--- src/rtl/dfi_upd_sched.sv ---
// Purpose: sequences DFI PHY init, periodic ctrlupd and PHY-requested phyupd around the command path.
// Latency: every output is registered; a response lands one cycle after the sampled input that triggers it.
// Backpressure: mc_stall_o blocks the command scheduler; handshakes wait on mc_idle_i and the PHY req/ack.
module dfi_upd_sched #(
    parameter int T_CTRLUPD_INTERVAL = 1024,
    parameter int T_CTRLUPD_MIN      = 4,
    parameter int T_CTRLUPD_MAX      = 32,
    parameter int T_PHYUPD_RESP      = 16,
    parameter int CNT_WIDTH          = 16
) (
    input  logic clk_i,
    input  logic rst_n_i,
    input  logic en_i,
    input  logic mc_idle_i,
    input  logic dfi_init_complete_i,
    input  logic dfi_ctrlupd_ack_i,
    input  logic dfi_phyupd_req_i,
    input  logic dfi_phyupd_type_i,
    output logic dfi_init_start_o,
    output logic dfi_ctrlupd_req_o,
    output logic dfi_phyupd_ack_o,
    output logic mc_stall_o,
    output logic ready_o,
    output logic upd_type_o,
    output logic upd_err_o
);

    typedef enum logic [2:0] {
        ST_IDLE     = 3'd0,
        ST_INIT     = 3'd1,
        ST_RUN      = 3'd2,
        ST_CU_DRAIN = 3'd3,
        ST_CU_REQ   = 3'd4,
        ST_PU_DRAIN = 3'd5,
        ST_PU_ACK   = 3'd6
    } state_t;

    localparam logic [CNT_WIDTH-1:0] INT_LAST = CNT_WIDTH'(T_CTRLUPD_INTERVAL - 1);
    localparam logic [CNT_WIDTH-1:0] HOLD_MIN = CNT_WIDTH'(T_CTRLUPD_MIN);
    localparam logic [CNT_WIDTH-1:0] HOLD_MAX = CNT_WIDTH'(T_CTRLUPD_MAX);
    localparam logic [CNT_WIDTH-1:0] RESP_MAX = CNT_WIDTH'(T_PHYUPD_RESP);

    state_t               state_q, state_d;
    logic                 init_start_q, init_start_d;
    logic                 ctrlupd_req_q, ctrlupd_req_d;
    logic                 phyupd_ack_q, phyupd_ack_d;
    logic                 stall_q, stall_d;
    logic                 ready_q, ready_d;
    logic                 upd_type_q, upd_type_d;
    logic                 upd_err_q, upd_err_d;
    logic                 pend_q, pend_d;
    logic [CNT_WIDTH-1:0] int_cnt_q, int_cnt_d;
    logic [CNT_WIDTH-1:0] hold_q, hold_d;
    logic [CNT_WIDTH-1:0] resp_q, resp_d;

    logic int_hit;
    assign int_hit = (int_cnt_q >= INT_LAST);

    // Next-state and next-output decode; every register holds unless a transition says otherwise.
    always_comb begin
        state_d       = state_q;
        init_start_d  = init_start_q;
        ctrlupd_req_d = ctrlupd_req_q;
        phyupd_ack_d  = phyupd_ack_q;
        stall_d       = stall_q;
        ready_d       = ready_q;
        upd_type_d    = upd_type_q;
        upd_err_d     = upd_err_q;
        pend_d        = pend_q;
        int_cnt_d     = int_cnt_q;
        hold_d        = hold_q;
        resp_d        = resp_q;

        case (state_q)
            ST_IDLE: begin
                if (en_i) begin
                    state_d      = ST_INIT;
                    init_start_d = 1'b1;
                end
            end

            ST_INIT: begin
                if (dfi_init_complete_i) begin
                    state_d      = ST_RUN;
                    init_start_d = 1'b0;
                    ready_d      = 1'b1;
                    stall_d      = 1'b0;
                    int_cnt_d    = '0;
                end
            end

            ST_RUN: begin
                int_cnt_d = int_cnt_q + 1'b1;
                if (!dfi_init_complete_i) begin
                    // PHY lost init: stop traffic and re-run the init handshake.
                    state_d      = ST_INIT;
                    ready_d      = 1'b0;
                    stall_d      = 1'b1;
                    init_start_d = 1'b1;
                end else if (dfi_phyupd_req_i) begin
                    // A ctrlupd that falls due on the same cycle is remembered, not lost.
                    state_d    = ST_PU_DRAIN;
                    stall_d    = 1'b1;
                    upd_type_d = dfi_phyupd_type_i;
                    resp_d     = CNT_WIDTH'(1);
                    pend_d     = int_hit;
                end else if (int_hit) begin
                    state_d = ST_CU_DRAIN;
                    stall_d = 1'b1;
                end
            end

            ST_CU_DRAIN: begin
                if (dfi_phyupd_req_i) begin
                    state_d    = ST_PU_DRAIN;
                    upd_type_d = dfi_phyupd_type_i;
                    resp_d     = CNT_WIDTH'(1);
                    pend_d     = 1'b1;
                end else if (mc_idle_i) begin
                    state_d       = ST_CU_REQ;
                    ctrlupd_req_d = 1'b1;
                    hold_d        = CNT_WIDTH'(1);
                end
            end

            ST_CU_REQ: begin
                // hold_q is the number of cycles req has been high, including this one.
                hold_d = hold_q + 1'b1;
                if ((hold_q >= HOLD_MIN && !dfi_ctrlupd_ack_i) || hold_q >= HOLD_MAX) begin
                    if (dfi_ctrlupd_ack_i) begin
                        upd_err_d = 1'b1;
                    end
                    state_d       = ST_RUN;
                    ctrlupd_req_d = 1'b0;
                    stall_d       = 1'b0;
                    int_cnt_d     = '0;
                    pend_d        = 1'b0;
                    hold_d        = '0;
                end
            end

            ST_PU_DRAIN: begin
                if (resp_q < RESP_MAX) begin
                    resp_d = resp_q + 1'b1;
                end
                if (!dfi_phyupd_req_i) begin
                    // PHY withdrew before the grant.
                    state_d = pend_q ? ST_CU_DRAIN : ST_RUN;
                    stall_d = pend_q;
                end else if (mc_idle_i) begin
                    state_d      = ST_PU_ACK;
                    phyupd_ack_d = 1'b1;
                end else if (resp_q >= RESP_MAX) begin
                    upd_err_d = 1'b1;
                end
            end

            ST_PU_ACK: begin
                if (!dfi_phyupd_req_i) begin
                    state_d      = pend_q ? ST_CU_DRAIN : ST_RUN;
                    phyupd_ack_d = 1'b0;
                    stall_d      = pend_q;
                end
            end

            default: begin
                state_d = ST_IDLE;
            end
        endcase
    end

    // State and output registers with synchronous active-low reset.
    always_ff @(posedge clk_i) begin
        if (!rst_n_i) begin
            state_q       <= ST_IDLE;
            init_start_q  <= 1'b0;
            ctrlupd_req_q <= 1'b0;
            phyupd_ack_q  <= 1'b0;
            stall_q       <= 1'b1;
            ready_q       <= 1'b0;
            upd_type_q    <= 1'b0;
            upd_err_q     <= 1'b0;
            pend_q        <= 1'b0;
            int_cnt_q     <= '0;
            hold_q        <= '0;
            resp_q        <= '0;
        end else begin
            state_q       <= state_d;
            init_start_q  <= init_start_d;
            ctrlupd_req_q <= ctrlupd_req_d;
            phyupd_ack_q  <= phyupd_ack_d;
            stall_q       <= stall_d;
            ready_q       <= ready_d;
            upd_type_q    <= upd_type_d;
            upd_err_q     <= upd_err_d;
            pend_q        <= pend_d;
            int_cnt_q     <= int_cnt_d;
            hold_q        <= hold_d;
            resp_q        <= resp_d;
        end
    end

    assign dfi_init_start_o  = init_start_q;
    assign dfi_ctrlupd_req_o = ctrlupd_req_q;
    assign dfi_phyupd_ack_o  = phyupd_ack_q;
    assign mc_stall_o        = stall_q;
    assign ready_o           = ready_q;
    assign upd_type_o        = upd_type_q;
    assign upd_err_o         = upd_err_q;

endmodule

--- config.mk ---
export PLATFORM = sky130hd
export DESIGN_NAME = dfi_upd_sched
export DESIGN_NICKNAME = d
export VERILOG_FILES = /design/src/rtl/dfi_upd_sched.sv
export SDC_FILE = /design/constraint.sdc
export NUM_CORES = 1
export LEC_CHECK = 0
export ABC_AREA = 0
export CAP_MARGIN = 10
export CORE_MARGIN = 3
export CORE_UTILIZATION = 45
export DETAILED_ROUTE_END_ITERATION = 10
export PLACE_DENSITY = 0.64
export SYNTH_ARGS = -nofsm -noshare
export SYNTH_HDL_FRONTEND = slang
export SYNTH_SLANG_ARGS = --single-unit
--- constraint.sdc ---
create_clock -name clk_i -period 1.9 [get_ports clk_i]
set_input_delay 0.285 -clock clk_i [delete_from_list [all_inputs] [get_ports clk_i]]
set_output_delay 0.285 -clock clk_i [all_outputs]
set_load 0.01 [all_outputs]
==> metrics.md <==
| Metric | Value |
|---|---|
| Outcome | `completed` |
| Ports | `15` |
| Element type at the critical path end | `flip-flop` |
| Fin Setup TNS | `0 ns` |
| MaxCap Viol Count | `0` |
| DP HPWL | `4.39 mm` |
| Tmin final | `1.86 ns` |
| Die height | `84.2 um` |
| Ant diodes | `0` |
| Slew headroom | `0.674` |
| Netlist cell types | `49` |
| Final critical-path setup slack | `0.0359 ns` |
| Slew Viols, Final | `0` |
| Slew @ Worst Pin | `0.489 ns` |
| Fin cells | `462` |
| F_max | `536 MHz` |
| Starting Density | `0.482` |
| CTS tree | `built` |
| H-tree depth | `3` |
| Final hold vios | `0` |
| TritonCTS buffer count | `9` |
| Fin crit share | `0.981` |
| Site Rows | `27` |
| Ys async rst share | `0` |
| Clk sinks | `59` |
| Post-layout util | `0.613` |
| Final ANT Viol Nets | `0` |
| Initial antenna violation count | `0` |
| Hold Crit Class | `flip-flop to flip-flop` |
| Synthesized flop and latch total | `59` |
| Worst Skew | `0.00886 ns` |
| Final #Nets | `398` |
| Total placed cells including tap cells | `446` |
| Arr. time, crit path | `2.14 ns` |
| Synth-to-Final Area Change | `27.3%` |
| First-pass detailed-route iteration total | `4` |
| Syn_area_per_cell | `8.28 um^2` |
| Crit Path Max Fanout | `4` |
| LEAKAGE | `0.00139 uW` |
| CP Class | `flip-flop to flip-flop` |
| Power Dens Cells | `1160 mW/mm^2` |
| # fillers | `527` |
| Post-Syn Instances | `332` |
| Buffers on Ports | `14` |
| Mapped cell area | `0.00275 mm^2` |
| Longest Clk Path Bufs | `2` |
| Peak VDD IR | `0.621 mV` |
| DRT iter0 DRCs | `168` |
| Final Setup Violations | `0` |
| Post-DR vias/cell | `5.48` |
| Die area | `0.00709 mm^2` |
| Number of synthesized flops with an enable pin | `0` |
| Reg clk slew, reported paths | `0.07 ns` |
| Pre-CTS setup slack | `-0.167 ns` |
| GP Congestion | `0.842` |
| Net Count, Synth | `345` |
| Tot Pwr | `4060 uW` |
| Vias in the first global route | `2437` |
| Pin count of the biggest net entering global routing | `23` |
| Layout cells sized above 1 | `0.185` |
| Worst EP required | `2.17 ns` |
| Routed WL | `6.35 mm` |
| Synth area leaders | `dfxtp_1 43%, nor2_1 5.1%, o21ai_0 3.8%, a21oi_1 3.6%, a31oi_1 3.2%` |
| Total congestion overflow | `0` |
| Chip Width | `84.2 um` |
| Clock latency on the worst-skew pair | `0.34 ns` |
| Yosys top cell area share | `0.429` |
| Main synth FF type | `dfxtp_1` |
| Setup crit start kind | `flip-flop` |
| Yosys warning total | `0` |
| First-pass GRT wire length | `11.1 mm` |
| Routed via count | `2530` |
| All-layer global routing usage | `0.194` |
| Yosys top cell by area | `dfxtp_1` |
| Clock Root Buffer | `clkbuf_8` |
| Post-CTS Hold Buffers | `0` |
| Register area share after synthesis | `0.429` |
| Remaining DRCs | `0` |
| WL per Instance | `13.8 um` |
| Core area | `0.00571 mm^2` |
[kinds of logic (layout without fill, tap and decap cells)]
| group | after synthesis | after routing | synth area share |
|---|---|---|---|
| simple gates | 149 | 149 | 0.288 |
| compound gates | 83 | 83 | 0.185 |
| flops | 59 | 59 | 0.429 |
| buf+inv | 24 | 82 | 0.0341 |
| xor+xnor | 7 | 7 | 0.0223 |
| fa+ha+maj | 5 | 5 | 0.0227 |
| mux | 5 | 5 | 0.0187 |
[worst max-delay path: stages (launching register included)]
cell	delay [ns]
dfxtp_2	0.36
ha_4	0.15
nand3_2	0.09
or3_4	0.40
and4_4	0.18
buf_4	0.14
or3_1	0.33
a21oi_2	0.14
[sequential cells by signal (all words and copies together), names as in the netlist]
name / cells
hold_q: 16
dfi_ctrlupd_req_o: 1
dfi_init_start_o: 1
upd_err_o: 1
pend_q: 1
int_cnt_q: 16
dfi_phyupd_ack_o: 1
resp_q: 16
ready_o: 1
mc_stall_o: 1
state_q: 3
upd_type_o: 1
[cell usage in the layout, fill, tap and decap left out, drive strengths merged, types with 3 or more instances in the layout]
cell type | netlist | routed
nand2 | 23 | 23
a31oi | 14 | 14
o21ai | 29 | 29
nand2b | 7 | 7
and3 | 9 | 9
clkdlybuf4s50 | 0 | 14
a21oi | 21 | 21
clkinvlp | 0 | 3
and2 | 12 | 12
dfxtp | 59 | 59
nor3 | 9 | 9
buf | 3 | 43
nor2b | 4 | 4
or4 | 4 | 4
inv | 9 | 9
nand4 | 6 | 6
and4 | 3 | 3
or3 | 7 | 7
clkbuf | 12 | 10
xor2 | 6 | 6
mux2i | 4 | 4
nor4 | 3 | 3
nand3 | 18 | 18
ha | 5 | 5
nor2 | 37 | 37
[power by group]
| part | total [uW] | internal, uW | leakage, uW | switching (uW) |
|---|---|---|---|---|
| sequential | 1440 | 1320 | 0.000478 | 113 |
| clock | 1120 | 605 | 0.0000885 | 513 |
| combinational | 1510 | 703 | 0.000821 | 806 |
| total | 4060 | 2630 | 0.00139 | 1430 |
[timing repair]
| item | 4_1_cts | 5_1_grt |
|---|---|---|
| setup endpoints to repair | 3 | 5 |
| pin swaps | 1 | 2 |
| resized for setup | 5 | 4 |
| setup buffers | 0 | 0 |
[cells in the mapped netlist (2+ instances only)]
| master | n |
|---|---|
| and3b_1 | 2 |
| nand2b_1 | 7 |
| nor4_1 | 3 |
| o21ai_1 | 8 |
| ha_1 | 5 |
| a22oi_1 | 2 |
| nand2_1 | 23 |
| o31a_1 | 2 |
| a31oi_1 | 14 |
| and2_1 | 12 |
| nand4b_1 | 2 |
| a311oi_1 | 2 |
| nor2b_1 | 4 |
| inv_1 | 9 |
| dfxtp_1 | 59 |
| nor3_1 | 8 |
| o21a_1 | 2 |
| mux2i_1 | 4 |
| nor2_1 | 37 |
| or4_1 | 4 |
| a21oi_1 | 20 |
| and3_1 | 9 |
| buf_2 | 3 |
| or3_1 | 7 |
| xor2_1 | 6 |
| and4_1 | 2 |
| nand3_1 | 17 |
| o21ai_0 | 21 |
| clkbuf_1 | 12 |
| nand4_1 | 6 |
| o22ai_1 | 2 |
[worst paths after layout]
path | from | end | slack, ns | cells after the start
worst max-delay path | int_cnt_q[1]$_SDFFE_PN0P_ | state_q[1]$_SDFFE_PN0P_ | 0.04 | 7
worst min-delay path | resp_q[11]$_SDFFE_PN0P_ | resp_q[11]$_SDFFE_PN0P_ | 0.45 | 1
worst max register to register | int_cnt_q[1]$_SDFFE_PN0P_ | state_q[1]$_SDFFE_PN0P_ | 0.04 | 7
worst min register to register | resp_q[11]$_SDFFE_PN0P_ | resp_q[11]$_SDFFE_PN0P_ | 0.45 | 1
[through the flow]
step           hold WS, ns  area, um^2
2_1_floorplan        0.420        2750
3_3_place_gp         0.434        3270
3_5_place_dp         0.439        3270
4_1_cts              0.458        3480
5_1_grt              0.472        3500
6_report             0.455        3500
[routing by layer]
layer | part of all wire | track usage | vias to the layer above
met2 | 0.45 | 0.296 | 47
met1 | 0.49 | 0.261 | 1177
met4 | 0.021 | 0.0994 | 0
met5 | 0 | 0 | -
met3 | 0.039 | 0.0363 | 10
li1 | - | - | 1296
[layout make-up]
| class | count | area [um^2] | share of cell area |
|---|---|---|---|
| Sequential cell | 59 | 1180 | 0.338 |
| Multi-Input combinational cell | 249 | 1510 | 0.432 |
| Inverter | 9 | 33.8 | 0.00965 |
| Clock inverter | 6 | 66.3 | 0.0189 |
| Timing Repair Buffer | 57 | 488 | 0.139 |
| Tap cell | 72 | 90.1 | 0.0257 |
| Clock buffer | 10 | 128 | 0.0365 |
Note: power is estimated with default switching activity, not from simulation.
